<file path="src/rtl/alu_writeback_pkg.sv">
// Shared encodings for the ALU result commit stage: destination selects,
// FSM states, direct SFR addresses and the destination decoder.
package alu_writeback_pkg;

  localparam logic [7:0] ACC_ADDR = 8'hE0;
  localparam logic [7:0] B_ADDR   = 8'hF0;
  localparam logic [7:0] PSW_ADDR = 8'hD0;

  typedef enum logic [1:0] {
    DEST_ACC = 2'b00,
    DEST_B   = 2'b01,
    DEST_DIR = 2'b10,
    DEST_PSW = 2'b11
  } dest_e;

  typedef enum logic [1:0] {
    IDLE    = 2'd0,
    COMMIT  = 2'd1,
    MEM_REQ = 2'd2,
    WR_HI   = 2'd3
  } state_e;

  // Resolved commit target; direct addresses that hit an SFR fold onto it.
  typedef enum logic [2:0] {
    TGT_ACC  = 3'd0,
    TGT_B    = 3'd1,
    TGT_PSW  = 3'd2,
    TGT_NONE = 3'd3,
    TGT_MEM  = 3'd4
  } tgt_e;

  function automatic tgt_e decode_dest(dest_e sel, logic [7:0] addr);
    tgt_e t;
    t = TGT_NONE;
    case (sel)
      DEST_ACC: t = TGT_ACC;
      DEST_B:   t = TGT_B;
      DEST_DIR: begin
        if      (addr == ACC_ADDR) t = TGT_ACC;
        else if (addr == B_ADDR)   t = TGT_B;
        else if (addr == PSW_ADDR) t = TGT_PSW;
        else                       t = TGT_MEM;
      end
      default:  t = TGT_NONE;
    endcase
    return t;
  endfunction

endpackage

</file>
<file path="src/rtl/alu_writeback_if.sv">
// Result handshake from the ALU plus the external IRAM/SFR write port.
interface alu_writeback_if;
  import alu_writeback_pkg::*;

  logic       wb_valid;
  logic       wb_ready;
  logic [7:0] ans;
  logic [7:0] ans_hi;
  logic [7:0] psw_in;
  dest_e      dest_sel;
  logic [7:0] dest_addr;
  logic       dual_wr;
  logic       mem_wr_req;
  logic [7:0] mem_wr_addr;
  logic [7:0] mem_wr_data;
  logic       mem_wr_ack;

  modport master (
    output wb_valid, ans, ans_hi, psw_in, dest_sel, dest_addr, dual_wr, mem_wr_ack,
    input  wb_ready, mem_wr_req, mem_wr_addr, mem_wr_data
  );

  modport slave (
    input  wb_valid, ans, ans_hi, psw_in, dest_sel, dest_addr, dual_wr, mem_wr_ack,
    output wb_ready, mem_wr_req, mem_wr_addr, mem_wr_data
  );
endinterface

</file>
<file path="src/rtl/alu_writeback_parity_gen.sv">
// Even-parity flag: XOR reduction of the byte about to sit in ACC.
module parity_gen (
  input  logic [7:0] d,
  output logic       p
);
  assign p = ^d;
endmodule

</file>
<file path="src/rtl/alu_writeback.sv">
// ALU result commit stage: writes ACC/B/PSW or forwards to external memory,
// keeps PSW.P coherent with ACC and pulses done on completion.
module alu_writeback
  import alu_writeback_pkg::*;
(
  input  logic            clk,
  input  logic            rst_n,
  alu_writeback_if.slave  bus,
  output logic [7:0]      acc,
  output logic [7:0]      b_reg,
  output logic [7:0]      psw,
  output logic            done
);

  state_e     state, state_nxt;
  tgt_e       tgt_q, tgt_in;
  logic [7:0] ans_q, ans_hi_q;
  logic [6:0] flags_q, flags_nxt;
  logic       dual_q;
  logic [7:0] acc_nxt, b_nxt;
  logic       p_nxt;
  logic       accept;

  assign bus.wb_ready = (state == IDLE);
  assign accept       = (state == IDLE) && bus.wb_valid;
  assign tgt_in       = decode_dest(bus.dest_sel, bus.dest_addr);

  // P follows the next ACC value so it never lags an ACC update.
  parity_gen u_par (.d(acc_nxt), .p(p_nxt));

  always_comb begin
    state_nxt = state;
    acc_nxt   = acc;
    b_nxt     = b_reg;
    flags_nxt = psw[7:1];
    done      = 1'b0;
    case (state)
      IDLE: if (bus.wb_valid) state_nxt = (tgt_in == TGT_MEM) ? MEM_REQ : COMMIT;
      COMMIT: begin
        flags_nxt = flags_q;
        case (tgt_q)
          TGT_ACC: acc_nxt   = ans_q;
          TGT_B:   b_nxt     = ans_q;
          TGT_PSW: flags_nxt = ans_q[7:1];
          default: ;
        endcase
        if (dual_q) state_nxt = WR_HI;
        else begin
          state_nxt = IDLE;
          done      = 1'b1;
        end
      end
      MEM_REQ: if (bus.mem_wr_ack) begin
        flags_nxt = flags_q;
        done      = 1'b1;
        state_nxt = IDLE;
      end
      WR_HI: begin
        b_nxt     = ans_hi_q;
        done      = 1'b1;
        state_nxt = IDLE;
      end
      default: state_nxt = IDLE;
    endcase
  end

  always_ff @(posedge clk or negedge rst_n) begin
    if (!rst_n) begin
      state           <= IDLE;
      tgt_q           <= TGT_NONE;
      ans_q           <= '0;
      ans_hi_q        <= '0;
      flags_q         <= '0;
      dual_q          <= 1'b0;
      acc             <= '0;
      b_reg           <= '0;
      psw             <= '0;
      bus.mem_wr_req  <= 1'b0;
      bus.mem_wr_addr <= '0;
      bus.mem_wr_data <= '0;
    end else begin
      state <= state_nxt;
      acc   <= acc_nxt;
      b_reg <= b_nxt;
      psw   <= {flags_nxt, p_nxt};
      if (accept) begin
        tgt_q    <= tgt_in;
        ans_q    <= bus.ans;
        ans_hi_q <= bus.ans_hi;
        flags_q  <= bus.psw_in[7:1];
        // The high byte only has meaning for MUL/DIV results landing in ACC.
        dual_q   <= bus.dual_wr && (bus.dest_sel == DEST_ACC);
        if (tgt_in == TGT_MEM) begin
          bus.mem_wr_req  <= 1'b1;
          bus.mem_wr_addr <= bus.dest_addr;
          bus.mem_wr_data <= bus.ans;
        end
      end
      if (state == MEM_REQ && bus.mem_wr_ack) bus.mem_wr_req <= 1'b0;
    end
  end

endmodule
</file>
<file path="src/flat_wrapper.sv">
// flat-port wrapper written by rule: the top's interface ports become plain ports
module alu_writeback_flat import alu_writeback_pkg::*;
  (clk, rst_n, acc, b_reg, psw, done, bus_wb_valid, bus_ans, bus_ans_hi, bus_psw_in, bus_dest_sel, bus_dest_addr, bus_dual_wr, bus_mem_wr_ack, bus_wb_ready, bus_mem_wr_req, bus_mem_wr_addr, bus_mem_wr_data);
  alu_writeback_if bus_i ();
  input  logic clk;
  input  logic rst_n;
  output logic [7:0] acc;
  output logic [7:0] b_reg;
  output logic [7:0] psw;
  output logic done;
  input wire logic [$bits(bus_i.wb_valid)-1:0] bus_wb_valid;
  input wire logic [$bits(bus_i.ans)-1:0] bus_ans;
  input wire logic [$bits(bus_i.ans_hi)-1:0] bus_ans_hi;
  input wire logic [$bits(bus_i.psw_in)-1:0] bus_psw_in;
  input wire logic [$bits(bus_i.dest_sel)-1:0] bus_dest_sel;
  input wire logic [$bits(bus_i.dest_addr)-1:0] bus_dest_addr;
  input wire logic [$bits(bus_i.dual_wr)-1:0] bus_dual_wr;
  input wire logic [$bits(bus_i.mem_wr_ack)-1:0] bus_mem_wr_ack;
  output wire logic [$bits(bus_i.wb_ready)-1:0] bus_wb_ready;
  output wire logic [$bits(bus_i.mem_wr_req)-1:0] bus_mem_wr_req;
  output wire logic [$bits(bus_i.mem_wr_addr)-1:0] bus_mem_wr_addr;
  output wire logic [$bits(bus_i.mem_wr_data)-1:0] bus_mem_wr_data;
  assign bus_i.wb_valid = bus_wb_valid;
  assign bus_i.ans = bus_ans;
  assign bus_i.ans_hi = bus_ans_hi;
  assign bus_i.psw_in = bus_psw_in;
  assign bus_i.dest_sel = bus_dest_sel;
  assign bus_i.dest_addr = bus_dest_addr;
  assign bus_i.dual_wr = bus_dual_wr;
  assign bus_i.mem_wr_ack = bus_mem_wr_ack;
  assign bus_wb_ready = bus_i.wb_ready;
  assign bus_mem_wr_req = bus_i.mem_wr_req;
  assign bus_mem_wr_addr = bus_i.mem_wr_addr;
  assign bus_mem_wr_data = bus_i.mem_wr_data;
  alu_writeback u_core (.clk(clk), .rst_n(rst_n), .bus(bus_i), .acc(acc), .b_reg(b_reg), .psw(psw), .done(done));
endmodule
</file>
<file path="config.mk">
export PLATFORM = sky130hd
export DESIGN_NAME = alu_writeback_flat
export DESIGN_NICKNAME = d
export VERILOG_FILES = /design/src/rtl/alu_writeback_pkg.sv /design/src/rtl/alu_writeback_if.sv /design/src/rtl/alu_writeback_parity_gen.sv /design/src/rtl/alu_writeback.sv /design/src/flat_wrapper.sv
export SDC_FILE = /design/constraint.sdc
export NUM_CORES = 1
export LEC_CHECK = 0
export ABC_AREA = 1
export BUFFER_PORTS_ARGS = -buffer_cell sky130_fd_sc_hd__buf_2
export CORE_MARGIN = 1
export CORE_UTILIZATION = 30
export DETAILED_ROUTE_END_ITERATION = 6
export MAX_ROUTING_LAYER = met4
export RECOVER_POWER = 25
export SYNTH_ARGS = -nofsm -noshare
export SYNTH_HDL_FRONTEND = slang
export SYNTH_SLANG_ARGS = --single-unit
</file>
<file path="constraint.sdc">
create_clock -name clk -period 1.85 [get_ports clk]
set_clock_uncertainty 0.1 [all_clocks]
set_input_delay 0.37 -clock clk [delete_from_list [all_inputs] [get_ports clk]]
set_output_delay 0.37 -clock clk [all_outputs]
set_load 0.01 [all_outputs]
</file>
# Word level (Yosys, flattened, before mapping)
# Index checks and enable logic that the tools add are counted.
totals:
  input_bits: 39
  word_cells: 65
  regBits: 70
  output_inout_bits: 43
op_classes:
  reduce_logical: 16
  muxes: 22
  n_eq_ne: 14
op_table:
  columns: ["cell", "count"]
  rows:
  - ["$eq A8 B8 Y1 const B", 3]
  - ["$mux W8", 3]
  - ["$pmux W8 S2", 1]
  - ["$mux W7", 2]
  - ["$pmux W7 S2", 1]
  - ["$reduce_and A2 Y1", 5]
  - ["$mux W3", 3]
  - ["$pmux W3 S3", 1]
  - ["$mux W2", 4]
  - ["$pmux W2 S4", 1]
  - ["$reduce_bool A2 Y1", 4]
  - ["$reduce_xor A8 Y1", 1]
  - ["$eq A2 B2 Y1 const B", 3]
  - ["$ne A2 B2 Y1 const B", 3]
  - ["$mux W1", 5]
  - ["$eq A2 B1 Y1 const B", 2]
  - ["$logic_not A2 Y1", 2]
  - ["$eq A3 B1 Y1 const B", 1]
  - ["$eq A3 B2 Y1 const B", 1]
  - ["$eq A3 B3 Y1 const B", 1]
  - ["$logic_and A1 B1 Y1", 3]
  - ["$logic_not A3 Y1", 1]
  - ["$pmux W1 S3", 1]

# Logic depth before layout (Yosys ltp)
# Gate-level depths: netlist (run 1).
logic_depth:
  depth_word: 9
  depth_mapped: 12
  depth_no_buf: 12

# By module
# From an unflattened synthesis (run 1), not the netlist that was laid out.
hier_totals:
  hier_cells: 392
  hier_area_um2: 3225.6
modules_own_cells:
  columns: ["module", "cells_each", "n_inst", "seq_area_each_um2", "area_per_inst_um2"]
  rows:
  - ["alu_writeback", 345, 1, 1754.2, 3049.2]
  - ["parity_gen", 47, 1, 0.0, 176.4]

# Worst setup path before layout (run 1)
# OpenSTA, ideal clock, no wires.
synth_path:
  path_kind: "register to register"
  from: "register u_core.state[1]"
  to: "register u_core.bus.mem_wr_data[7]"
  path_buffers: 1
  path_slack_ns: 0.259
  period_less_slack_ns: 1.591
  stages_incl_launch_ff: 8
  t_required_ns: 1.629
  setup_ns: 0.121
  arrival_ns: 1.369
  cell_sequence: "dfrtp_1 > nor2_1 > nand2_1 > inv_2 > nand3_1 > buf_2 > nand2_1 > o21ai_1"
synth_between:
  elab_chain_len: 3
synth_rtl:
  columns: ["element", "line_no", "source"]
  rows:
  - ["start, declared", "alu_writeback.sv:15", "state_e state, state_nxt;"]
  - ["start signal, assigned", "alu_writeback.sv:82", "state <= state_nxt;"]
  - ["$logic_not A2 Y1", null, null]
  - ["net bus_wb_ready", "flat_wrapper.sv:19", "output wire logic [$bits(bus_i.wb_ready)-1:0] bus_wb_ready;"]
  - ["$logic_and A1 B1 Y1", "alu_writeback.sv:25", "assign accept = (state == IDLE) && bus.wb_valid;"]
  - ["$reduce_and A2 Y1 (no line)", null, null]
  - ["end signal, assigned", "alu_writeback.sv:96", "bus.mem_wr_data <= bus.ans;"]
  - ["end, declared", "alu_writeback_if.sv:25", "output wb_ready, mem_wr_req, mem_wr_addr, mem_wr_data"]
# The timed path passes the listed nets, and every way through them passes these cells.
# A chain may end at the register's enable or synchronous reset.

# Worst setup path after layout (run 1)
layout_path:
  from: "register u_core.state[1]"
  to: "output done"
layout_between:
  elab_chain_len: 2
  word_cells_on_any_way: 4
  cone_classes: "eq/ne: 3; mux: 1"
layout_rtl:
  columns: ["element", "line_no", "source"]
  rows:
  - ["$eq A2 B2 Y1 or $eq A2 B1 Y1 (tied branches)", "alu_writeback.sv:37", "case (state)"]
  - ["$pmux W1 S3 *", "alu_writeback.sv:37", null]
  - ["end, declared", "flat_wrapper.sv:10", "output logic done;"]
# Mark *: on every way between the ends. The rest lies on a longest branch, timed or not.

==> flow_metrics.tcl, run 1 <==
set metrics [dict create \
    p_total_mw 7.26 \
    place_inst 614 \
    grt_first_pass_wirelength_um 13500 \
    num-nets-final 539 \
    synth_compound_area_share_pct 9.54 \
    grt_max_degree 58 \
    worstMarginPinSlew_ns 0.775 \
    die_x_um 106 \
    cts_max_path_buffers 2 \
    synth_nets 443 \
    yosysMostFrequentCell "nand2_1" \
    layout.cells.non_filler 641 \
    period_share_pct 101 \
    drt_first_pass_iters 4 \
    cts_tree "built" \
    muxShareOfSynthArea_pct 0 \
    clk_pin_slew_ns 0.08 \
    synth_top_family_by_area "simple AND/OR/NAND/NOR gates" \
    cp_data_arrival_time_ns 1.40 \
    die_h_um 106 \
    routed_wl_um 8160 \
    synth_xor_area_share_pct 0 \
    gp_congestion 0.800 \
    initial_core_util_pct 31.1 \
    grt_pass1_vias 2901 \
    hold_violations 0 \
    critPathRequiredTime_ns 1.38 \
    synth_warnings 0 \
    row_count 37 \
    slew_violations 0 \
    fillers 1120 \
    yosysSeqAreaShare_pct 54.2 \
    layout_min_cycle_time_ns 1.87 \
    drt-wirelength-per-cell_um 12.7 \
    setup_slack_ns -0.0177 \
    ys_seq_elements 70 \
    ir_drop_uv 540 \
    dpl.hpwl_um 5870 \
    criticalPathCategory "flip-flop to output pin" \
    synth_cell_types 25 \
    max_slew_margin_pct 48.4 \
    synthFlopType "dfrtp_1" \
    postSynthCellCount 404 \
    clkLatencyLatePin_ns 0.35 \
    h-tree-depth 3 \
    worstSetupEndpointType "output pin" \
    finalSetupViolCount 1 \
    worst-path-max-fanout 10 \
    grt_usage_pct 15.8 \
    n_antenna_cell 0 \
    fmax_mhz 535 \
    fp.dieArea_um2 11200 \
    antenna_left 0 \
    antenna_found_initial 0 \
    status "complete, but fails checks" \
    core_um2 10400 \
    synth_area_leaders "dfrtp_1 (53%), nand2_1 (17%), inv_1 (4.8%), o21ai_1 (3.6%), nand4_1 (3.1%)" \
    yosys.area.top_type "dfrtp_1" \
    drive_gt1_share_pct 26.9 \
    synth-simple-area-share_pct 28.3 \
    powerDensity_nw_per_um2 1750 \
    route.detailed.drc 0 \
    avgSynthCellArea_um2 8.02 \
    boundaryPins 82 \
    yosysTopAreaCellShare_pct 52.5 \
    violations "setup timing" \
    worst_setup_path_start_kind "flip-flop" \
    p_leak_nw 2.22 \
    clock-sinks 70 \
    fin_util_pct 39.8 \
    synth.cell_area_um2 3240 \
    drtIter0Drc 147 \
    root_buffer "clkbuf_8" \
    synthTopCellsByCount "nand2_1 (151), dfrtp_1 (68), inv_1 (41)" \
    rsz0062_at_grt "yes" \
    gr-total-overflow 0 \
    vias 2950 \
    cap_violations 0 \
    hold_path_class "input pin to flip-flop" \
    synth_fa_ha_area_share_pct 0 \
    numPortBuffers 80 \
    synthArstFlopShare_pct 100 \
    area_growth_pct 27.9 \
    synth_edf_count 0 \
    cts_buffers 9 \
    avgViaCountPerCell 4.60 \
]
[final timing paths]
path	from	to	slack, ns	cells after the start
max	u_core.state[1]$_DFFE_PN0P_	done	-0.02	4
min	bus_psw_in[5]	u_core.flags_q[4]$_DFFE_PN0P_	0.11	3
max reg2reg	u_core.state[0]$_DFFE_PN0P_	u_core.psw[0]$_DFF_PN0_	0.14	13
min reg2reg	u_core.ans_hi_q[6]$_DFFE_PN0P_	u_core.ans_hi_q[6]$_DFFE_PN0P_	0.38	2
max in group asynchronous	rst_n	u_core.tgt_q[0]$_DFFE_PN1P_	0.21	3
min in group asynchronous	rst_n	u_core.bus.mem_wr_data[5]$_DFFE_PN0P_	0.55	2
[routing by layer]
metal / track usage, % / share of wire (%) / vias to the layer above
li1: - / - / 1485
met1: 19.2 / 45 / 1387
met2: 26.2 / 50 / 68
met3: 3.19 / 3.9 / 10
met4: 5.36 / 0.86 / 0
met5: - / 0 / -
[worst max-delay path, cell delays in order (launching register included)]
cell	delay, ns
dfrtp_2	0.47
buf_4	0.20
nand2_4	0.12
o211ai_1	0.12
buf_2	0.16
[layout make-up]
cell class,count,area [um^2],area share (%)
well taps,136,170,4.11
inverters,45,169,4.08
clock buffers,11,141,3.41
clock inverters,5,58.8,1.42
repair buffers,100,572,13.8
flip-flops and latches,70,1760,42.4
multi-input cells,274,1280,30.8
[cell families after synthesis]
family	after synthesis
AND/OR/NAND/NOR	215
flip-flops	70
buffers and inverters	62
AO/OA/AOI/OAI	57
[timing repair]
| action | in CTS | in global routing |
|---|---|---|
| setup buffers | 6 | 2 |
| hold buffers | 1 | 0 |
| resized for setup | 4 | 4 |
| gates cloned | 0 | 2 |
| pin swaps | 3 | 2 |
| endpoints found under the setup margin | 1 | 11 |
| endpoints found under the hold margin | 13 | 0 |
[metrics by stage]
| step | hold WS (ns) | worst slack, ns | setup TNS [ns] | area, um^2 |
|---|---|---|---|---|
| CTS | 0.104 | -0.0393 | -0.0393 | 4090 |
| global route | 0.120 | -0.0958 | -1.06 | 4140 |
| floorplan | -0.0256 | 0.259 | 0 | 3240 |
| global placement | 0.189 | 0.127 | 0 | 3830 |
| detailed placement | 0.190 | 0.114 | 0 | 3830 |
| finish | 0.112 | -0.0177 | -0.0177 | 4140 |
[cells in the final DEF (no fill, tap or decap), drive strengths merged]
cell type    count
nand2          155
a21oi            8
inv             45
nor4             1
o211ai           2
nand3           16
bufinv           1
dfstp            2
clkbuf          12
dlygate4sd3      1
dfrtp           68
nand4           16
o21ai           38
a31oi            9
clkinv           2
buf             98
nor3             1
clkinvlp         2
nor2            28
[report_power, final]
group | total (mW) | switching (mW) | internal (mW)
clock network | 1.24 | 0.579 | 0.659
registers | 2.85 | 0.555 | 2.29
logic | 3.17 | 1.95 | 1.22
No activity file was read; power rests on OpenSTA's default activity.
==> inputs of run 2 (changes only) <==
CTS_BUF_LIST = sky130_fd_sc_hd__clkbuf_4   (was default)
==> flow_metrics.tcl, run 2 (same netlist as run 1, synthesis figures left out) <==
set metrics [dict create \
    status "complete, but fails checks" \
    violations "setup timing" \
    grt_usage_pct 15.6 \
    worst-path-max-fanout 3 \
    routed_wl_um 7980 \
    cts_tree "built" \
    ir_drop_uv 545 \
    hold_violations 0 \
    critPathRequiredTime_ns 1.38 \
    r2r_cells 12 \
    p_leak_nw 2.18 \
    p_seq_share_pct 40.9 \
    grt_first_pass_wirelength_um 13500 \
    cts_buffers 9 \
    clk_pin_slew_ns 0.12 \
    worst_setup_path_start_kind "flip-flop" \
    clock-sinks 70 \
    drt-wirelength-per-cell_um 12.5 \
    core_um2 10400 \
    drtIter0Drc 139 \
    antenna_left 0 \
    holdPathStages 3 \
    powerDensity_nw_per_um2 1710 \
    period_share_pct 104 \
    cap_violations 0 \
    worstMarginPinSlew_ns 0.744 \
    drive_gt1_share_pct 26.6 \
    antenna_found_initial 0 \
    grt_pass1_vias 2885 \
    p_switching_mw 3.00 \
    criticalPathCategory "flip-flop to output pin" \
    gr-total-overflow 0 \
    cts_max_path_buffers 2 \
    dpl.hpwl_um 5870 \
    die_h_um 106 \
    clkLatencyLatePin_ns 0.40 \
    grt_max_degree 58 \
    finalSetupViolCount 1 \
    fmax_mhz 522 \
    route.detailed.drc 0 \
    vias 2936 \
    h-tree-depth 3 \
    p_clk_share_pct 13.8 \
    worstSetupEndpointType "output pin" \
    row_count 37 \
    place_ws_ns 0.114 \
    n_antenna_cell 0 \
    drt_first_pass_iters 4 \
    initial_core_util_pct 31.1 \
    num-nets-final 538 \
    slew_violations 0 \
    boundaryPins 82 \
    area_growth_pct 25.5 \
    numPortBuffers 80 \
    final_common_cell "nand2_1" \
    p_total_mw 6.93 \
    rsz0062_at_grt "yes" \
    layout_min_cycle_time_ns 1.92 \
    avgViaCountPerCell 4.59 \
    root_buffer "clkbuf_4" \
    max_slew_margin_pct 50.4 \
    pwr-share-comb_pct 45.3 \
    cp_data_arrival_time_ns 1.45 \
    fp.dieArea_um2 11200 \
    die_x_um 106 \
    sw_frac_of_total_pct 43.3 \
    internal-power_mw 3.93 \
    setup_slack_ns -0.0663 \
    gp_congestion 0.800 \
    hold_path_class "input pin to flip-flop" \
    fillers 1130 \
    layout_common_cells "nand2_1 (150), buf_2 (79), dfrtp_1 (67)" \
]
-- run 2: area by class of cell --
cell class / instances / area, um^2 / share of cell area [%]
Timing Repair Buffer: 100 / 572 / 14.1
Inverter: 45 / 169 / 4.16
Clock buffer: 10 / 75.1 / 1.85
Multi-Input combinational cell: 273 / 1260 / 31.0
Clock inverter: 6 / 62.6 / 1.54
Sequential cell: 70 / 1760 / 43.2
Tap cell: 136 / 170 / 4.19
-- run 2: what timing repair did --
item | in CTS | in global routing
setup buffers | 6 | 2
gates resized for setup | 4 | 4
hold buffers | 1 | 0
endpoints found under the hold margin | 13 | 0
endpoints found under the setup margin | 1 | 14
gates cloned | 0 | 1
pin swaps | 3 | 3
-- run 2: critical path, stage by stage (launching register included) --
cell	delay, ns
dfrtp_1	0.42
inv_2	0.13
nand2_2	0.08
nor2_2	0.10
inv_1	0.06
o211ai_1	0.10
buf_2	0.17
-- run 2: stage by stage --
stage                     utilization, %  hold WS [ns]  area, um^2  cells  setup TNS (ns)
after floorplan                        -       -0.0256        3240    404               0
after CTS                           38.7        0.0282        4030    637          -0.119
after global placement              36.7         0.189        3830    614               0
final                               39.0        0.0480        4070    640         -0.0663
after detailed placement            36.7         0.190        3830    614               0
after global routing                39.0        0.0420        4070    640           -1.09
-- run 2: worst paths after layout --
path,slack (ns),endpoint,startpoint
setup / recovery,-0.07,done,u_core.state[0]$_DFFE_PN0P_
hold / removal,0.05,u_core.flags_q[4]$_DFFE_PN0P_,bus_psw_in[5]
setup reg to reg,0.15,u_core.psw[0]$_DFF_PN0_,u_core.state[0]$_DFFE_PN0P_
hold reg to reg,0.39,u_core.ans_hi_q[6]$_DFFE_PN0P_,u_core.ans_hi_q[6]$_DFFE_PN0P_
max in group asynchronous,0.20,u_core.state[1]$_DFFE_PN0P_,rst_n
min in group asynchronous,0.47,u_core.bus.mem_wr_data[5]$_DFFE_PN0P_,rst_n
-- run 2: power groups by stage --
stage | combinational (mW) | clock (mW) | sequential, mW
2_1_floorplan | 1.82 | 0 | 2.94
3_3_place_gp | 2.94 | 0 | 2.85
3_5_place_dp | 3.02 | 0 | 2.87
4_1_cts | 3.11 | 0.999 | 2.84
5_1_grt | 3.60 | 1.07 | 2.93
6_report | 3.14 | 0.957 | 2.84
-- run 2: routing by layer --
metal	GRT usage (%)	routed length [um]	up-vias
met5	-	0	-
met3	3.19	328	2
met4	4.17	27	0
met1	19.4	3670	1381
met2	26.1	3950	65
li1	-	-	1488
